File: config.mk
export PLATFORM = sky130hd
export DESIGN_NAME = imem_fetch_ctrl
export DESIGN_NICKNAME = d
export VERILOG_FILES = /design/src/rtl/imem_fetch_ctrl.sv
export SDC_FILE = /design/constraint.sdc
export NUM_CORES = 1
export LEC_CHECK = 0
export ABC_AREA = 1
export CAP_MARGIN = 5
export CORE_MARGIN = 3
export CORE_UTILIZATION = 41
export CTS_CLUSTER_DIAMETER = 80
export DETAILED_ROUTE_END_ITERATION = 7
export GPL_TIMING_DRIVEN = 0
export HOLD_SLACK_MARGIN = 0.15
export PLACE_DENSITY_LB_ADDON = 0.25
export SLEW_MARGIN = 40
export SYNTH_ARGS = -nofsm -noshare
export SYNTH_HDL_FRONTEND = slang
export SYNTH_SLANG_ARGS = --single-unit
File: constraint.sdc
create_clock -name clk -period 4 [get_ports clk]
set_clock_uncertainty 0.05 [all_clocks]
set_input_delay 0.4 -clock clk [delete_from_list [all_inputs] [get_ports clk]]
set_output_delay 0.4 -clock clk [all_outputs]
set_load 0.1 [all_outputs]
File: src/rtl/imem_fetch_ctrl.sv
// Instruction-fetch sequencer: owns the PC, addresses the instruction ROM and
// buffers one fetched word for decode. Optional counters: IMEM_FETCH_PERF_EN.
//
// state | meaning
// RUN   | fetching sequentially, redirects accepted
// HALT  | all-zero word seen; buffer drains, exit only by reset
// FAULT | illegal PC or redirect target; buffer drains, exit only by reset
module imem_fetch_ctrl #(
    parameter int N = 64,
    parameter int AW = 6,
    parameter logic [N-1:0] RESET_PC = '0
) (
    input  logic          clk,
    input  logic          reset,
    output logic [AW-1:0] imem_addr,
    input  logic [31:0]   imem_q,
    input  logic          stall,
    input  logic          br_taken,
    input  logic [N-1:0]  br_target,
    output logic          inst_valid,
    input  logic          inst_ready,
    output logic [31:0]   inst,
    output logic [N-1:0]  inst_pc,
    output logic          halted,
    output logic          fault
`ifdef IMEM_FETCH_PERF_EN
    ,
    output logic [31:0]   fetch_cnt,
    output logic [15:0]   flush_cnt
`endif
);

    localparam logic [N-1:0] MAX_PC  = N'((2 ** AW) * 4 - 4);
    localparam logic [N-1:0] PC_STEP = N'(4);

    typedef enum logic [1:0] {
        RUN   = 2'd0,
        HALT  = 2'd1,
        FAULT = 2'd2
    } state_t;

    state_t        state, state_nxt;
    logic [N-1:0]  pc, pc_nxt;
    logic          valid_nxt;
    logic [31:0]   inst_nxt;
    logic [N-1:0]  inst_pc_nxt;
    logic          xfer, space, br_legal;

    assign xfer      = inst_valid & inst_ready;
    assign space     = ~inst_valid | inst_ready;
    assign br_legal  = (br_target[1:0] == 2'b00) && (br_target <= MAX_PC);
    assign imem_addr = pc[AW+1:2];
    assign halted    = (state == HALT);
    assign fault     = (state == FAULT);

    always_comb begin
        state_nxt   = state;
        pc_nxt      = pc;
        valid_nxt   = inst_valid & ~xfer;
        inst_nxt    = inst;
        inst_pc_nxt = inst_pc;
        case (state)
            RUN: begin
                if (br_taken && !br_legal) begin
                    state_nxt = FAULT;
                    valid_nxt = 1'b0;
                end else if (br_taken) begin
                    // flush wins over an accept in the same cycle
                    pc_nxt    = br_target;
                    valid_nxt = 1'b0;
                end else if (!stall && space) begin
                    if (imem_q == 32'h0) begin
                        state_nxt = HALT;
                    end else begin
                        inst_nxt    = imem_q;
                        inst_pc_nxt = pc;
                        valid_nxt   = 1'b1;
                        // last ROM word: no wrap, the PC stays put in FAULT
                        if (pc == MAX_PC) state_nxt = FAULT;
                        else              pc_nxt    = pc + PC_STEP;
                    end
                end
            end
            default: ;
        endcase
    end

    always_ff @(posedge clk) begin
        if (!reset) begin
            state      <= RUN;
            pc         <= RESET_PC;
            inst_valid <= 1'b0;
            inst       <= '0;
            inst_pc    <= '0;
        end else begin
            state      <= state_nxt;
            pc         <= pc_nxt;
            inst_valid <= valid_nxt;
            inst       <= inst_nxt;
            inst_pc    <= inst_pc_nxt;
        end
    end

`ifdef IMEM_FETCH_PERF_EN
    logic fetch_ev, flush_ev;

    assign fetch_ev = (state == RUN) && !br_taken && !stall && space && (imem_q != 32'h0);
    assign flush_ev = (state == RUN) && br_taken && br_legal && inst_valid;

    always_ff @(posedge clk) begin
        if (!reset) begin
            fetch_cnt <= '0;
            flush_cnt <= '0;
        end else begin
            if (fetch_ev && (fetch_cnt != '1)) fetch_cnt <= fetch_cnt + 32'd1;
            if (flush_ev && (flush_cnt != '1)) flush_cnt <= flush_cnt + 16'd1;
        end
    end
`endif

endmodule

==> flow_summary.toml <==
[outcome]
outcome = "completed"

[routing]
viasPerCell = 5.15
highest_layer = "met4"
drt-pass1-iter-count = 7
route.met2.wl_um = 15300
antenna_left = 0
dr_total_vias = 10282
wl_met3_um = 2820
wl_met1_um = 16200
wire_per_inst_um = 17.7
drc = 0
drtIter0Drc = 905
wirelength_um = 35300

[critical_path]
critPathMaxStageDelay_ps = 460
crit_start = "pc[3]"
reg2reg_depth = 12
cp_slowest_cell = "dfxtp_1"
cp.depth = 12
critical_path_buf_inv_count = 2
cp.arrival_ps = 3000
r2r_start = "pc[3]"
crit_path_end_kind = "register"
start_kind = "register"
worstPathRequired_ps = 4250
crit_top_cell = "nand2_1"
cp_max_fo = 6
critical_path_class = "register to register"
crit_family = "simple AND/OR/NAND/NOR gates"
path_cells = "ha_1, inv_1, nor2_2, nand2_1, nor2_2, nand3_1, nand2_1, inv_1, o21ai_1, nand2_1, nand2_1, a21oi_2"

[clock_network]
cts_max_path_buffers = 2
cts_tree = "done"
cts_sinks = 163
clkTransAtPathRegs_ps = 80
postCtsSetupBuffers = 0
clock_tree.root_cell = "clkbuf_16"
clock_latency_ps = 450
hold_buffers = 0
cts_buffers = 17
htreeDepth = 4
cts_resized = 0

[hold_path]
min-delay-path-class = "register to register"
hp-start = "inst[17]"
min_path_cells = 2

[grt]
grt_pass1_wl_um = 53100
antenna_found_initial = 0
overflow = 0
first_global_vias = 9325
grt_max_degree = 19
grt_usage = 0.284

[pwr]
p_leak_nw = 4.64
powerDensity_nw_per_um2 = 401
power.total_w = 0.00469
ir_worst_vdd_mv = 0.289

[die]
start_util = 0.420
dieArea_um2 = 24400
num_io_pins = 206
num_rows = 54
die_h_um = 156
core_um2 = 22000
fp.dieW_um = 156

[synthesis]
yosysSeqAreaShare = 0.353
avgSynthCellArea_um2 = 6.25
ys_types = 40
synthCells = 1480
yosysWarnings = 0
ys_ff_latch = 163
async_reset_ff_frac = 0
synth_area_um2 = 9250
synth_edf_count = 0
ys.flop_type = "dfxtp_1"
synth.net_count = 1582

[placed_design]
gp_congestion = 0.992
dp_hpwl_um = 28100
io_buffers = 204
place_area_um2 = 11100

[job]
maxCapViolations = 0

[sta]
post-route-period-util = 0.686
period_minus_slack_ps = 2740
worst_pin_slew_ps = 891
drv_slew = 0
rsz0062_at_grt = "false"
max_freq_mhz = 364
max_slew_margin = 0.406
finalSetupViolCount = 0
final-hold-violation-count = 0
fin_setup_tns_ps = 0

[cells_and_area]
drive_above_1_share = 0.130
fin_area_um2 = 11700
final_common_cell = "nand2_1"
fillers = 2289
mostFrequentLayoutCells = "386 x nand2_1, 277 x nor2_1, 163 x dfxtp_1, 147 x inv_1, 139 x o21ai_0"
syn_to_final_growth_pct = 26.5
layout.nets = 1805
antenna-diode-count = 0
metal layers:
layer	track usage	up-vias
met5	0	-
met4	0.0888	0
met3	0.0499	62
met2	0.441	415
met1	0.403	4693
li1	-	5112
per-stage QoR:
| step | cells | hold WS, ps | utilization | setup slack, ps |
|---|---|---|---|---|
| after global routing | 1996 | 409 | 0.531 | 1090 |
| after detailed placement | 1964 | 384 | 0.505 | 851 |
| after global placement | 1964 | 380 | 0.529 | 844 |
| final | 1996 | 391 | 0.531 | 1260 |
| after CTS | 1996 | 394 | 0.531 | 1300 |
| after floorplan | 1480 | 378 | - | 1860 |
worst reg2reg max path, cell delays in order, from the launching register on:
cell     delay [ps]
dfxtp_1         460
ha_1            360
inv_1           210
nor2_2          280
nand2_1         190
nor2_2          340
nand3_1         250
nand2_1         120
inv_1            40
o21ai_1         130
nand2_1          60
nand2_1          80
a21oi_2          50
power by group:
group	switching, W	leakage (nW)	internal, W	total [W]
logic	0.000897	3.02	0.000294	0.00119
registers	0.0000982	1.33	0.00173	0.00182
clock network	0.000841	0.289	0.000838	0.00168
total	0.00184	4.64	0.00286	0.00469
path summary, 6_finish.rpt:
kind | endpoint | slack [ps]
worst min-delay path | inst[17] | 390
worst min register to register | inst[17] | 390
worst max register to register | pc[50] | 1260
worst max-delay path | pc[50] | 1260
final cells by class:
class | count | area [µm²] | share of cell area
tap | 280 | 350 | 0.0299
inverter | 149 | 559 | 0.0478
clock inverter | 15 | 158 | 0.0135
multi-input combinational | 1098 | 5040 | 0.431
timing repair buffer | 204 | 1520 | 0.130
sequential | 163 | 3260 | 0.279
clock buffer | 17 | 425 | 0.0364
buffer | 70 | 387 | 0.0330
flip-flops by register name, summed over array words and instances (netlist names):
signal / count
inst_valid: 1
state: 2
pc: 64
inst_pc: 64
inst: 32
synth_stat cells (all sizes together) (4+ instances only):
master | number | area, µm²
nand2 | 408 | 1610
nor2 | 285 | 1100
dfxtp | 163 | 3260
inv | 149 | 559
o21ai | 143 | 716
a21oi | 134 | 768
nand3 | 52 | 288
clkbuf | 45 | 169
buf | 25 | 216
xor2 | 19 | 166
and2 | 10 | 62.6
nand4 | 10 | 62.6
nor3 | 10 | 55.1
xnor2 | 10 | 87.6
nand3b | 4 | 30.0
or2 | 4 | 25.0
kinds of logic (layout without fill, tap and decap cells):
family,Yosys count,count (layout),synth area share
flops,163,163,0.353
fa+ha+maj,1,1,0.00135
xor+xnor,29,29,0.0275
compound gates,284,284,0.166
buf+inv,219,455,0.102
simple gates,784,784,0.350
(Power assumes the default switching activity.)
